## src/rtl/lcd_pkg.sv

```systemverilog
// Shared types and constants for the HD44780 bus-timing engine and its upstream sequencer.
// Timing defaults are clk counts at 50 MHz.
package lcd_pkg;

  typedef enum logic [2:0] {
    IDLE,
    SETUP,
    PULSE,
    HOLD,
    EXEC
  } lcd_state_t;

  localparam logic [7:0] CMD_CLEAR = 8'h01;
  localparam logic [7:0] CMD_HOME  = 8'h02;

  localparam int LCD_T_SETUP     = 4;
  localparam int LCD_T_EN_HIGH   = 12;
  localparam int LCD_T_HOLD      = 2;
  localparam int LCD_T_EXEC      = 2500;
  localparam int LCD_T_EXEC_LONG = 82000;

  // 0x03 is also a return-home (bit 0 is don't-care), so it gets the long wait too.
  function automatic logic needs_long_exec(input logic rs, input logic [7:0] value);
    return !rs && ((value == CMD_CLEAR) || (value == CMD_HOME) || (value == (CMD_HOME | CMD_CLEAR)));
  endfunction

endpackage

```

## src/rtl/lcd_bus_writer_if.sv

```systemverilog
// Byte request channel between the LCD sequencer (master) and the bus-timing engine (slave).
interface lcd_bus_writer_if;
  logic       req_valid;
  logic       req_ready;
  logic       req_rs;
  logic [7:0] req_data;

  modport master (output req_valid, output req_rs, output req_data, input req_ready);
  modport slave  (input req_valid, input req_rs, input req_data, output req_ready);
endinterface

```

## src/rtl/lcd_delay_counter.sv

```systemverilog
// Down-counter shared by all timed states: load N-1 on state entry, expire reads high once it hits zero.
module lcd_delay_counter #(
  parameter int WIDTH = 17
) (
  input  logic             clk,
  input  logic             reset,
  input  logic             load,
  input  logic [WIDTH-1:0] load_value,
  output logic             expire
);

  logic [WIDTH-1:0] count;

  // Saturates at zero so a long stay in IDLE can never wrap the counter.
  always_ff @(posedge clk or posedge reset) begin
    if (reset) begin
      count <= '0;
    end else if (load) begin
      count <= load_value;
    end else if (count != '0) begin
      count <= count - WIDTH'(1);
    end
  end

  assign expire = (count == '0);

endmodule

```

## src/rtl/lcd_bus_writer.sv

```systemverilog
// HD44780 write engine: turns one accepted byte into setup/enable/hold/exec bus timing.
// Define LCD_BUS_4BIT_EN for a 4-bit bus (two strobes per byte on lcd_data[7:4]).
module lcd_bus_writer
  import lcd_pkg::*;
#(
  parameter int T_SETUP     = LCD_T_SETUP,
  parameter int T_EN_HIGH   = LCD_T_EN_HIGH,
  parameter int T_HOLD      = LCD_T_HOLD,
  parameter int T_EXEC      = LCD_T_EXEC,
  parameter int T_EXEC_LONG = LCD_T_EXEC_LONG
) (
  input  logic              clk,
  input  logic              reset,
  lcd_bus_writer_if.slave   req,
  output logic              lcd_rs,
  output logic              lcd_rw,
  output logic              lcd_en,
  output logic [7:0]        lcd_data
);

  localparam int CNT_W = $clog2(T_EXEC_LONG + 1);

  localparam logic [CNT_W-1:0] LD_SETUP = CNT_W'(T_SETUP - 1);
  localparam logic [CNT_W-1:0] LD_PULSE = CNT_W'(T_EN_HIGH - 1);
  localparam logic [CNT_W-1:0] LD_HOLD  = CNT_W'(T_HOLD - 1);
  localparam logic [CNT_W-1:0] LD_EXEC  = CNT_W'(T_EXEC - 1);
  localparam logic [CNT_W-1:0] LD_LONG  = CNT_W'(T_EXEC_LONG - 1);

  lcd_state_t       state;
  lcd_state_t       next_state;
  logic             ready;
  logic             accept;
  logic             load;
  logic             expire;
  logic             long_exec;
  logic [CNT_W-1:0] load_value;
  logic [7:0]       exec_byte;

`ifdef LCD_BUS_4BIT_EN
  logic [7:0] cur_byte;
  logic       nibble;
  logic       nibble_switch;
  assign exec_byte = cur_byte;
`else
  assign exec_byte = lcd_data;
`endif

  assign req.req_ready = ready;
  assign lcd_rw        = 1'b0;
  assign accept        = (state == IDLE) && req.req_valid && ready;
  assign long_exec     = needs_long_exec(lcd_rs, exec_byte);

  lcd_delay_counter #(
    .WIDTH (CNT_W)
  ) delay (
    .clk        (clk),
    .reset      (reset),
    .load       (load),
    .load_value (load_value),
    .expire     (expire)
  );

  always_comb begin
    next_state = state;
`ifdef LCD_BUS_4BIT_EN
    nibble_switch = 1'b0;
`endif
    case (state)
      IDLE:  if (accept) next_state = SETUP;
      SETUP: if (expire) next_state = PULSE;
      PULSE: if (expire) next_state = HOLD;
      HOLD: begin
        if (expire) begin
`ifdef LCD_BUS_4BIT_EN
          if (!nibble) begin
            next_state    = SETUP;
            nibble_switch = 1'b1;
          end else begin
            next_state = EXEC;
          end
`else
          next_state = EXEC;
`endif
        end
      end
      EXEC:    if (expire) next_state = IDLE;
      default: next_state = IDLE;
    endcase
  end

  // Every state change reloads the shared counter with the dwell of the state being entered.
  always_comb begin
    load       = (next_state != state);
    load_value = '0;
    case (next_state)
      SETUP:   load_value = LD_SETUP;
      PULSE:   load_value = LD_PULSE;
      HOLD:    load_value = LD_HOLD;
      EXEC:    load_value = long_exec ? LD_LONG : LD_EXEC;
      default: load_value = '0;
    endcase
  end

  always_ff @(posedge clk or posedge reset) begin
    if (reset) begin
      state <= IDLE;
    end else begin
      state <= next_state;
    end
  end

  // Registered outputs; lcd_en clears asynchronously with reset so an aborted strobe ends at once.
  always_ff @(posedge clk or posedge reset) begin
    if (reset) begin
      ready    <= 1'b0;
      lcd_en   <= 1'b0;
      lcd_rs   <= 1'b0;
      lcd_data <= 8'h00;
`ifdef LCD_BUS_4BIT_EN
      cur_byte <= 8'h00;
      nibble   <= 1'b0;
`endif
    end else begin
      ready  <= (next_state == IDLE);
      lcd_en <= (next_state == PULSE);
      if (accept) begin
        lcd_rs <= req.req_rs;
`ifdef LCD_BUS_4BIT_EN
        cur_byte <= req.req_data;
        lcd_data <= {req.req_data[7:4], 4'h0};
        nibble   <= 1'b0;
      end else if (nibble_switch) begin
        lcd_data <= {cur_byte[3:0], 4'h0};
        nibble   <= 1'b1;
`else
        lcd_data <= req.req_data;
`endif
      end
    end
  end

endmodule
```

## src/flat_wrapper.sv

```systemverilog
// flat-port wrapper written by rule: the top's interface ports become plain ports
module lcd_bus_writer_flat import lcd_pkg::*;
#(
  parameter int T_SETUP     = LCD_T_SETUP,
  parameter int T_EN_HIGH   = LCD_T_EN_HIGH,
  parameter int T_HOLD      = LCD_T_HOLD,
  parameter int T_EXEC      = LCD_T_EXEC,
  parameter int T_EXEC_LONG = LCD_T_EXEC_LONG
)
  (clk, reset, lcd_rs, lcd_rw, lcd_en, lcd_data, req_req_valid, req_req_rs, req_req_data, req_req_ready);
  lcd_bus_writer_if req_i ();
  input  logic clk;
  input  logic reset;
  output logic lcd_rs;
  output logic lcd_rw;
  output logic lcd_en;
  output logic [7:0] lcd_data;
  input wire logic [$bits(req_i.req_valid)-1:0] req_req_valid;
  input wire logic [$bits(req_i.req_rs)-1:0] req_req_rs;
  input wire logic [$bits(req_i.req_data)-1:0] req_req_data;
  output wire logic [$bits(req_i.req_ready)-1:0] req_req_ready;
  assign req_i.req_valid = req_req_valid;
  assign req_i.req_rs = req_req_rs;
  assign req_i.req_data = req_req_data;
  assign req_req_ready = req_i.req_ready;
  lcd_bus_writer #(.T_SETUP(T_SETUP), .T_EN_HIGH(T_EN_HIGH), .T_HOLD(T_HOLD), .T_EXEC(T_EXEC), .T_EXEC_LONG(T_EXEC_LONG)) u_core (.clk(clk), .reset(reset), .req(req_i), .lcd_rs(lcd_rs), .lcd_rw(lcd_rw), .lcd_en(lcd_en), .lcd_data(lcd_data));
endmodule
```

## config.mk

```make
export PLATFORM = sky130hd
export DESIGN_NAME = lcd_bus_writer_flat
export DESIGN_NICKNAME = d
export VERILOG_FILES = /design/src/rtl/lcd_pkg.sv /design/src/rtl/lcd_bus_writer_if.sv /design/src/rtl/lcd_delay_counter.sv /design/src/rtl/lcd_bus_writer.sv /design/src/flat_wrapper.sv
export SDC_FILE = /design/constraint.sdc
export NUM_CORES = 1
export LEC_CHECK = 0
export CORE_MARGIN = 10
export CORE_UTILIZATION = 33
export CTS_BUF_LIST = sky130_fd_sc_hd__clkbuf_8 sky130_fd_sc_hd__clkbuf_16
export DETAILED_ROUTE_END_ITERATION = 16
export PLACE_DENSITY_LB_ADDON = 0.1
export SETUP_SLACK_MARGIN = 0.3
export SYNTH_ARGS = -nofsm -noshare
export SYNTH_HDL_FRONTEND = slang
export SYNTH_SLANG_ARGS = --single-unit
```

## constraint.sdc

```tcl
create_clock -name clk -period 2.54 [get_ports clk]
set_clock_uncertainty 0.1 [all_clocks]
set_input_delay 0.508 -clock clk [delete_from_list [all_inputs] [get_ports clk]]
set_output_delay 0.508 -clock clk [all_outputs]
set_load 0.05 [all_outputs]
```

==> results of run 1 <==
-- path summary, 6_finish.rpt --
| check | startpoint | endpoint | slack (ns) | cells after the start |
|---|---|---|---|---|
| max | u_core.delay.count[1]$_DFFE_PP0P_ | u_core.delay.count[6]$_DFFE_PP0P_ | 0.36 | 7 |
| min | u_core.lcd_data[3]$_DFFE_PP0P_ | u_core.lcd_data[3]$_DFFE_PP0P_ | 0.43 | 1 |
| max reg2reg | u_core.delay.count[1]$_DFFE_PP0P_ | u_core.delay.count[6]$_DFFE_PP0P_ | 0.36 | 7 |
| min reg2reg | u_core.lcd_data[3]$_DFFE_PP0P_ | u_core.lcd_data[3]$_DFFE_PP0P_ | 0.43 | 1 |
| max in group asynchronous | reset | u_core.lcd_data[0]$_DFFE_PP0P_ | 1.55 | 3 |
| min in group asynchronous | reset | u_core.delay.count[7]$_DFFE_PP0P_ | 0.50 | 3 |
-- timing repair --
item                       4_1_cts  5_1_grt
setup endpoints to repair       13       14
pin swaps                        0        1
setup buffers                    0        8
resized for setup                2        5
-- power by group --
group | internal [uW] | total [uW] | leakage [uW] | switching [uW]
logic | 456 | 1060 | 0.000497 | 605
registers | 666 | 901 | 0.000395 | 235
clock network | 243 | 426 | 0.0000557 | 183
-- per-layer routing --
metal	up-vias	global-route usage
met5	-	0
met4	0	0.0476
met3	8	0.0383
met2	32	0.171
met1	677	0.121
li1	678	-
-- flip-flops by register name (all words and copies together) (netlist names) --
signal and cells:
u_core.lcd_en 1, u_core.state 3, u_core.lcd_rs 1, u_core.lcd_data 8, u_core.delay.count 17, u_core.req.req_ready 1
-- metrics by stage --
stage	util	power, uW	std cells	instance area, sq um	setup slack, ns
after floorplan	-	1590	169	1710	0.455
after global placement	0.399	1920	260	2020	0.285
after detailed placement	0.399	1930	260	2020	0.222
after CTS	0.420	2380	268	2130	0.325
after global routing	0.436	2560	276	2210	0.298
final	0.436	2390	276	2210	0.358
-- synthesized netlist by cell type, drive strengths merged (3+ instances only) --
master,n
dfrtp,31
nor2,22
nand2,14
a21oi,10
mux2,9
xnor2,9
nor4,6
nand3,5
nor3,5
xor2,5
clkbuf,4
inv,4
nand4,4
buf,3
nor3b,3
o31ai,3
-- cell type report --
class	count	area (sq um)
Inverter	4	15.0
Multi-Input combinational cell	127	911
Tap cell	70	87.6
Clock inverter	1	3.75
Fill cell	519	2860
Clock buffer	7	96.3
Timing Repair Buffer	36	325
Sequential cell	31	776
-- critical path: stages, from the launching register on --
cell     delay, ns
dfrtp_1       0.42
inv_1         0.10
ha_2          0.19
or3b_4        0.42
or4_4         0.44
a21oi_4       0.18
and3_1        0.17
a221o_1       0.10
-- cell families (layout without fill, tap and decap cells) --
family / after synthesis / count (layout)
mux: 10 / 10
buf+inv: 11 / 48
flops: 31 / 31
compound gates: 29 / 29
simple gates: 71 / 71
other cells: 1 / 1
fa+ha+maj: 2 / 2
xor+xnor: 14 / 14
==> flow_metrics.py, run 1 <==
metrics = {
    "global_routing": {
        "grt_pass1_vias": 1442,
        "grt_max_degree": 32,
        "grtUsageTotal": 0.105,
        "grt_pass1_wl_microns": 7130,
        "antenna_found_initial": 0,
        "overflow": 0,
    },
    "synth": {
        "yosys.area.top_type": "dfrtp_1",
        "syn-instance-count": 169,
        "yosys.area_share.simple": 0.244,
        "netlist_top_cells_area": "dfrtp_1 45%, nor2_1 4.8%, xnor2_1 4.6%, mux2_1 4.0%, nand2_1 2.9%",
        "synth_area_sq_mm": 0.00171,
        "synthMuxAreaShare": 0.0652,
        "syn_avg_cell_area_sq_um": 10.1,
        "synth_nets": 183,
        "synthAdderAreaFrac": 0.0147,
        "ys.flop_type": "dfrtp_1",
        "yosysSeqAreaShare": 0.455,
        "synth_top_area_share": 0.455,
        "async_reset_ff_frac": 1.00,
        "synth_xor_area_frac": 0.0718,
        "synth_edf_count": 0,
        "synth_cell_types": 50,
        "yosysWarnings": 0,
        "synth-compound-area-share": 0.118,
        "synth_top_family_by_area": "simple AND/OR/NAND/NOR gates",
        "synth-seq-cells": 31,
    },
    "timing": {
        "worst_pin_slew_ns": 0.511,
        "report.final.slew_viol_count": 0,
        "whs_ns": 0.426,
        "fmaxAchievable_mhz": 458,
        "setup-tns-final_ns": 0,
        "rsz0062_at_grt": "no",
        "post-route-period-util": 0.859,
        "max-slew-margin-rel": 0.658,
        "finalHoldViolCount": 0,
        "period_minus_slack_ns": 2.18,
        "setup_violations": 0,
    },
    "detailed_routing": {
        "drt_iter0_drc": 39,
        "ant_nets": 0,
        "route.met2.wl_microns": 1990,
        "via_per_inst": 5.05,
        "highest_layer": "met4",
        "wl_per_cell_microns": 15.4,
        "met3_length_microns": 236,
        "wl_met1_microns": 1950,
        "drt_wl_total_microns": 4250,
        "drtPass1Iterations": 4,
        "drc": 0,
        "num_vias": 1395,
    },
    "floorplanning": {
        "die_h_microns": 91.9,
        "rows": 26,
        "die-width_microns": 91.9,
        "core_area_sq_mm": 0.00507,
        "die-area_sq_mm": 0.00845,
        "start_util": 0.336,
        "ios": 24,
    },
    "final_layout": {
        "final_cell_mix": "31 x dfrtp_1, 22 x nor2_1, 22 x clkdlybuf4s50_1",
        "nets": 219,
        "n_antenna_cell": 0,
        "synthToLayoutAreaGrowth_pct": 29.8,
        "final_layout_size_suffix_gt1_frac": 0.184,
        "final_common_cell": "dfrtp_1",
    },
    "setup_path": {
        "cp.required_ns": 2.66,
        "crit_arrival_ns": 2.30,
        "path_class": "reg -> reg",
        "cp_max_fo": 4,
        "start_kind": "flop",
        "crit_path_end_kind": "flop",
    },
    "clock_tree": {
        "cts_sinks": 31,
        "cts_tree": "done",
        "worst_skew_pair.late_latency_ns": 0.28,
        "clockRootBuffer": "clkbuf_8",
        "clk_pin_slew_ns": 0.07,
        "numCtsBuffers": 5,
        "htreeDepth": 2,
        "holdBufCountCts": 0,
        "ctsLongestPathBuffers": 2,
    },
    "placement": {
        "place_congestion": 0.862,
        "io_buffers": 22,
        "place_hpwl_microns": 3180,
    },
    "worst_hold_path": {
        "hp-class": "reg -> reg",
    },
    "power": {
        "leakagePower_uw": 0.000947,
        "power.density_mw_per_mm2": 1080,
        "peakVddDrop_uv": 535,
    },
    "flow_run": {
        "maxCapViolCount": 0,
    },
    "outcome": {
        "status": "finished, final reports clean",
    },
}
No activity file was read; power rests on OpenSTA's default activity.
==> run 2: changes to the inputs <==
==> constraint.sdc (replaced) <==
create_clock -name clk -period 2.54 [get_ports clk]
set_clock_uncertainty 0.1 [all_clocks]
set_input_delay 0.381 -clock clk [delete_from_list [all_inputs] [get_ports clk]]
set_output_delay 0.381 -clock clk [all_outputs]
set_load 0.05 [all_outputs]
==> run 2 against run 1 <==
Net effect:
- flip-flop and latch count did not move
- sequential power barely moved
- via count rose by 1.2%
- register-to-register slack improved by 0.03 ns
- non-clock buffer count fell by 5
- wire length fell by 3.8%
- critical path type unchanged
- critical endpoint unchanged
==> flow_metrics.py, run 2 (synthesis gave the netlist of run 1 again) <==
metrics = {
    "clock_tree": {
        "worst_skew_pair.late_latency_ns": 0.28,
        "clk_pin_slew_ns": 0.06,
        "holdBufCountCts": 0,
        "cts_tree": "done",
        "cts_sinks": 31,
        "htreeDepth": 2,
        "ctsLongestPathBuffers": 2,
        "clockRootBuffer": "clkbuf_8",
        "numCtsBuffers": 5,
    },
    "floorplanning": {
        "core_area_sq_mm": 0.00507,
        "die_h_microns": 91.9,
        "start_util": 0.336,
        "die-area_sq_mm": 0.00845,
        "rows": 26,
        "ios": 24,
        "die-width_microns": 91.9,
    },
    "final_layout": {
        "seqCellArea_sq_um": 776,
        "n_antenna_cell": 0,
        "top_register": "u_core.delay.count",
        "largest_reg_flops": 17,
        "reg_top3": "u_core.delay.count x17, u_core.lcd_data x8, u_core.state x3",
        "fin_util": 0.428,
        "multi_input_area_sq_um": 920,
        "synthToLayoutAreaGrowth_pct": 27.3,
        "final_layout_size_suffix_gt1_frac": 0.170,
        "nFillCells": 512,
        "final_common_cell": "dfrtp_1",
        "nets": 214,
        "final_cell_mix": "31 x dfrtp_1, 22 x nor2_1, 22 x clkdlybuf4s50_1",
        "fin_area_sq_mm": 0.00217,
    },
    "setup_path": {
        "rrSetupSlack_ns": 0.39,
        "r2r-start": "u_core.delay.count[0]$_DFFE_PP0P_",
        "cp_max_fo": 4,
        "path_class": "reg -> reg",
        "crit_end": "u_core.delay.count[6]$_DFFE_PP0P_",
        "crit_arrival_ns": 2.26,
        "cp.required_ns": 2.65,
        "rr_worst_depth": 7,
        "crit_path_end_kind": "flop",
        "start_kind": "flop",
        "r2r-end": "u_core.delay.count[6]$_DFFE_PP0P_",
        "crit_start": "u_core.delay.count[0]$_DFFE_PP0P_",
    },
    "detailed_routing": {
        "drtPass1Iterations": 4,
        "drt_wl_total_microns": 4090,
        "num_vias": 1412,
        "ant_nets": 0,
        "wl_per_cell_microns": 15.1,
        "drt_iter0_drc": 53,
        "via_per_inst": 5.23,
        "drc": 0,
    },
    "timing": {
        "fmaxAchievable_mhz": 466,
        "period_minus_slack_ns": 2.15,
        "report.final.slew_viol_count": 0,
        "finalHoldViolCount": 0,
        "setup_violations": 0,
        "whs_ns": 0.387,
        "setup-tns-final_ns": 0,
        "rsz0062_at_grt": "no",
        "max-slew-margin-rel": 0.654,
        "post-route-period-util": 0.846,
        "worst_pin_slew_ns": 0.519,
    },
    "global_routing": {
        "grtUsageTotal": 0.105,
        "grt_max_degree": 32,
        "antenna_found_initial": 0,
        "grt_pass1_wl_microns": 7410,
        "overflow": 0,
        "grt_pass1_vias": 1587,
    },
    "placement": {
        "place_hpwl_microns": 3070,
        "place_congestion": 0.831,
        "io_buffers": 22,
        "postPlaceCellArea_sq_mm": 0.00202,
    },
    "outcome": {
        "status": "finished, final reports clean",
    },
    "power": {
        "power.density_mw_per_mm2": 1090,
        "leakagePower_uw": 0.000912,
        "peakVddDrop_uv": 556,
    },
    "worst_hold_path": {
        "hp-class": "in -> async",
    },
    "flow_run": {
        "maxCapViolCount": 0,
    },
}
[run 2: cell count changes in the layout (fill, tap and decap cells not counted), sizes merged]
cell    change
clkbuf      -1
inv         -1
clkinv      +1
buf         -5
[run 2: final cells by class]
class	instances	share of cell area
clock buffer	6	0.0380
clock inverter	1	0.00230
inverter	4	0.00691
multi-input combinational	127	0.423
sequential	31	0.357
tap	70	0.0403
timing repair buffer	31	0.132
[run 2: worst max-delay path, cell delays in order, from the launching register on]
cell and delay, ns:
dfrtp_1 0.41, inv_2 0.08, ha_2 0.19, or3b_4 0.42
or4_4 0.44, a21oi_4 0.17, and3_1 0.17, a221o_1 0.10
[run 2: through the flow]
step / cells / setup slack (ns) / total power, uW
3_3_place_gp: 260 / 0.297 / 1920
5_1_grt: 270 / 0.304 / 2560
3_5_place_dp: 260 / 0.228 / 1930
4_1_cts: 267 / 0.324 / 2340
6_report: 270 / 0.392 / 2360
2_1_floorplan: 169 / 0.455 / 1590
[run 2: worst min-delay path by stage]
| stage | start | to | slack [ns] | depth (start not counted) |
|---|---|---|---|---|
| floorplan | reset | u_core.delay.count[0]$_DFFE_PP0P_ | 0.38 | 1 |
| global placement | u_core.lcd_rs$_DFFE_PP0P_ | u_core.lcd_rs$_DFFE_PP0P_ | 0.40 | 1 |
| detailed placement | u_core.lcd_data[5]$_DFFE_PP0P_ | u_core.lcd_data[5]$_DFFE_PP0P_ | 0.41 | 1 |
| CTS | reset | u_core.lcd_data[5]$_DFFE_PP0P_ | 0.40 | 3 |
| global route | reset | u_core.lcd_data[5]$_DFFE_PP0P_ | 0.44 | 3 |
| finish | reset | u_core.req.req_ready$_DFF_PP0_ | 0.39 | 3 |
[run 2: repair_timing]
item | in CTS | in global routing
resized for setup | 3 | 6
setup endpoints to repair | 12 | 6
buffers inserted | 0 | 3
[run 2: layer usage]
layer,up-vias,routed length (microns),share of wire,global-route usage
met5,-,0,0,0
met4,0,42,0.010,0.0373
met3,5,331,0.081,0.0424
met2,41,2090,0.51,0.179
met1,698,1620,0.40,0.114
li1,668,-,-,-
[run 2: report_power, final]
part | internal, uW | switching, uW | total, uW
Clock | 212 | 172 | 385
Sequential | 667 | 236 | 902
Combinational | 477 | 599 | 1080
Total | 1360 | 1010 | 2360
==> variant 1 (config.mk and constraints of run 1) <==
Re-encode `lcd_state_t` (5 states) as Gray code, 3 bits wide.
--- a/src/rtl/lcd_pkg.sv
+++ b/src/rtl/lcd_pkg.sv
@@ -3,11 +3,11 @@
 package lcd_pkg;
 
   typedef enum logic [2:0] {
-    IDLE,
-    SETUP,
-    PULSE,
-    HOLD,
-    EXEC
+    IDLE  = 3'b000,
+    SETUP = 3'b001,
+    PULSE = 3'b011,
+    HOLD  = 3'b010,
+    EXEC  = 3'b110
   } lcd_state_t;
 
   localparam logic [7:0] CMD_CLEAR = 8'h01;
Formal check against the unedited RTL: same outputs for any inputs over 10 cycles, from zero or initial values and one cycle with reset high; not proved beyond that.
==> variant 1 against run 1 <==
  * Worst setup slack improved by 0.086 ns
  * Register-to-register slack better by 0.15 ns
  * Cell area fell by 2.0%
  * Sequential power down 5.2%
  * Wire length fell by 7.7%
  * Sequential share of layout area is 0.73 points higher
  * Critical path depth fell by 6
  * Total power down 19%
  * Sequential cell count unchanged
  * First-iteration DRC count rose by 46%
  * Non-clock buffer count decreased by 5
  * Synthesized area shrank 0.37%
  * Largest power group is now sequential cells
  * Highest routed layer unchanged
==> variant 1: results (changes against run 1) <==
routed wire length 3.924 mm (was 4.250 mm); Crit Path Max Fanout 4 (unchanged); clk slew on worst S/H paths 0.06 ns; H-tree levels 2 (unchanged); Fillers 498 (was 519); Skew-Pair Late Insertion Delay 0.28 ns (about the same); Net count, final 215 (was 219); synth cell count leaders dfrtp_1, nor2_1, nand2_1 (unchanged); Leak 0.0009197 uW (was 0.0009472 uW); Post-CTS Hold Buffers 0 (unchanged); run status complete, no violations (unchanged); cell family with most CP delay buffers and inverters (was simple AND/OR/NAND/NOR gates); share of layout cells above drive strength 1 17.33% (was 18.45%); first-pass GRT wire length 7.196 mm (was 7.134 mm); Ys Warns 0 (unchanged); HPWL Detailed 2.927 mm (was 3.184 mm); WP data arrival 1.49 ns (was 2.30 ns); top flop regs u_core.delay.count (17), u_core.lcd_data (8), u_core.state (3) (unchanged); total CTS buffers 5 (unchanged); Max Root-Sink Buffers 2 (unchanged); cell area after placement 2022 um^2 (was 2024 um^2); CTS root buf clkbuf_8 (unchanged); min-delay worst type flip-flop to flip-flop (unchanged); Max VDD drop 326.2 uV (was 534.5 uV); Async S/R FF share, synth 100.0% (unchanged); vias in the first global route 1455 (was 1442); final RePlAce weighted congestion 0.7459 (was 0.8623); Least-Margin Pin Slew 0.5124 ns (was 0.5111 ns); main area contributors after synthesis dfrtp_1, mux2_2, nor2_1 (was dfrtp_1, nor2_1, xnor2_1); antenna diode count 0 (unchanged); input/output buffers 22 (unchanged); slowest stage delay, CP 0.82 ns (was 0.44 ns); GRT Overall Usage 10.42% (was 10.50%); DR vias 1358 (was 1395); largest net degree at the start of global routing 32 (unchanged); sequential fraction of the synthesis area 45.62% (was 45.45%); drt first pass iters 4 (unchanged); slowest CP cell clkdlybuf4s50_1 (was or4_4); initial antenna violation count 0 (unchanged); DR iter-0 viols 57 (was 39); Synth cell types 45 (was 50); syn nets 183 (unchanged); multi-input logic area 890.9 um^2 (was 910.9 um^2)
==> variant 1: changes by cell type after synthesis, sizes merged, moves of 3 or more <==
cell / change
nand2: +3
nor2: -3
nor3: +3
nand2b: +4
==> variant 1: routing by layer <==
metal  GRT usage, %  up-vias  part of all wire [%]
met4          3.470        0                   1.4
met2          17.00       31                    49
li1               -      660                     -
met5              0        -                     0
met3          3.260        5                   5.9
met1          12.75      662                    44
==> variant 1: path summary, 6_finish.rpt <==
kind	from	endpoint	slack, ns	cells past startpoint
worst max-delay path	u_core.req.req_ready$_DFF_PP0_	req_req_ready	0.44	1
worst min-delay path	u_core.lcd_data[5]$_DFFE_PP0P_	u_core.lcd_data[5]$_DFFE_PP0P_	0.44	1
worst max register to register	u_core.delay.count[0]$_DFFE_PP0P_	u_core.delay.count[16]$_DFFE_PP0P_	0.51	8
worst min register to register	u_core.lcd_data[5]$_DFFE_PP0P_	u_core.lcd_data[5]$_DFFE_PP0P_	0.44	1
max in group asynchronous	reset	u_core.state[0]$_DFF_PP0_	1.54	3
min in group asynchronous	reset	u_core.delay.count[15]$_DFFE_PP0P_	0.51	3
==> variant 1: cells by family after synthesis <==
kind of cell	after synthesis	synth area share (%)
simple gates	73	24.95
flops	31	45.62
compound gates	30	11.92
xor+xnor	13	6.696
buf+inv	10	3.163
mux	9	5.960
fa+ha+maj	2	1.471
other cells	1	0.2205
==> variant 1: layout make-up <==
cell class	count	area share, %
Tap cell	70	4.037
Clock inverter	1	0.1730
Inverter	4	0.6920
Timing Repair Buffer	31	13.84
Sequential cell	31	35.76
Multi-Input combinational cell	128	41.06
Clock buffer	7	4.441
==> variant 1: metrics by stage <==
stage	std cells	power [uW]	worst slack, ns
final	272	1926	0.4444
after global routing	272	2064	0.3423
after CTS	270	1914	0.3252
after detailed placement	262	1480	0.3358
after global placement	262	1474	0.3929
after floorplan	169	1285	0.6498
==> variant 1: power breakdown <==
| group | total, uW | internal (uW) | switching [uW] |
|---|---|---|---|
| logic | 647 | 315 | 331 |
| registers | 854 | 640 | 214 |
| clock network | 425 | 243 | 182 |
==> variant 1: timing repair <==
action                                  in CTS  in global routing
buffers inserted                             0                  2
resized for setup                            0                  3
endpoints found under the setup margin       0                 14
==> variant 2 (config.mk and constraints of run 1) <==
Without the edit above. The package constant `LCD_T_EXEC_LONG` goes from 82000 to 164000.
--- a/src/rtl/lcd_pkg.sv
+++ b/src/rtl/lcd_pkg.sv
@@ -17,7 +17,7 @@
   localparam int LCD_T_EN_HIGH   = 12;
   localparam int LCD_T_HOLD      = 2;
   localparam int LCD_T_EXEC      = 2500;
-  localparam int LCD_T_EXEC_LONG = 82000;
+  localparam int LCD_T_EXEC_LONG = 164000;
 
   // 0x03 is also a return-home (bit 0 is don't-care), so it gets the long wait too.
   function automatic logic needs_long_exec(input logic rs, input logic [7:0] value);
Behaviour: same outputs for any inputs over 10 cycles, from zero or initial values and one cycle with reset high; that may be too few to reach the edited logic, so the function may still have changed.
==> variant 2 against run 1 <==
  * Die area up 2.9%
  * Total power rose by 15%
  * Cell area rose by 2.2%
  * Synthesized area grew 3.7%
  * Worst setup slack improved by 0.073 ns
  * Wire length is 5.0% higher
  * Sequential cell count is 1 higher
  * Synthesized cell count rose by 6.5%
  * Highest routed layer unchanged
==> variant 2: results (changes against run 1) <==
run status complete, no violations (unchanged); Leak 0.0009272 uW (was 0.0009472 uW); compound-cell area share of the yosys netlist 13.51% (was 11.80%); Net count, final 225 (was 219); DP Worst Slack 0.3082 ns (was 0.2217 ns); sequential fraction of the synthesis area 45.26% (was 45.45%); Synth cell types 51 (was 50); vias in the first global route 1589 (was 1442); Non-CTS buffers 31 (was 36); syn nets 193 (was 183); register area 800.8 um^2 (was 775.7 um^2); multiplexer share of the synthesized area 6.294% (was 6.525%); top flop regs u_core.delay.count (18), u_core.lcd_data (8), u_core.state (3) (was u_core.delay.count (17), u_core.lcd_data (8), u_core.state (3)); post-cts sizing count 0 (was 2); met1 wire length 1.929 mm (was 1.945 mm); GRT Overall Usage 10.97% (was 10.50%); Switch Pwr 1206 uW (was 1024 uW); DR vias 1499 (was 1395); met2 usage 19.03% (was 17.06%); met3 wire length 208 um (was 236 um); share of layout cells above drive strength 1 21.60% (was 18.45%); slowest CP cell clkdlybuf4s50_1 (was or4_4); synth cell count leaders dfrtp_1, nand2_1, nor2_1 (was dfrtp_1, nor2_1, nand2_1); met3 usage 3.437% (was 3.830%); Max VDD drop 694.0 uV (was 534.5 uV); Clock Network Area Fraction 4.920% (was 4.520%); FMAX 0.4743 GHz (was 0.4584 GHz); routing usage on met1 12.20% (was 12.07%); mapped cell area 1769 um^2 (was 1707 um^2); first-pass GRT wire length 7.734 mm (was 7.134 mm); WP data arrival 1.50 ns (was 2.30 ns); met2 wire len 2.243 mm (was 1.989 mm); reg2reg end u_core.delay.count[7]$_DFFE_PP0P_ (was u_core.delay.count[6]$_DFFE_PP0P_); r2r setup slk 0.44 ns (was 0.36 ns)
-- variant 2: worst max-delay path by stage --
stage                                      startpoint                                 end  slack, ns
floorplan           u_core.delay.count[0]$_DFFE_PP0P_   u_core.delay.count[7]$_DFFE_PP0P_       0.53
global placement                        req_req_valid   u_core.delay.count[6]$_DFFE_PP0P_       0.34
detailed placement                      req_req_valid  u_core.delay.count[16]$_DFFE_PP0P_       0.31
CTS                 u_core.delay.count[1]$_DFFE_PP0P_   u_core.delay.count[9]$_DFFE_PP0P_       0.35
global route        u_core.delay.count[8]$_DFFE_PP0P_   u_core.delay.count[4]$_DFFE_PP0P_       0.30
finish                 u_core.lcd_data[4]$_DFFE_PP0P_                         lcd_data[4]       0.43
-- variant 2: metrics by stage --
step                hold WS, ns  area (um^2)
finish                   0.4401         2263
detailed placement       0.4333         2103
global route             0.4725         2263
floorplan                0.4158         1769
CTS                      0.4519         2215
global placement         0.4240         2103
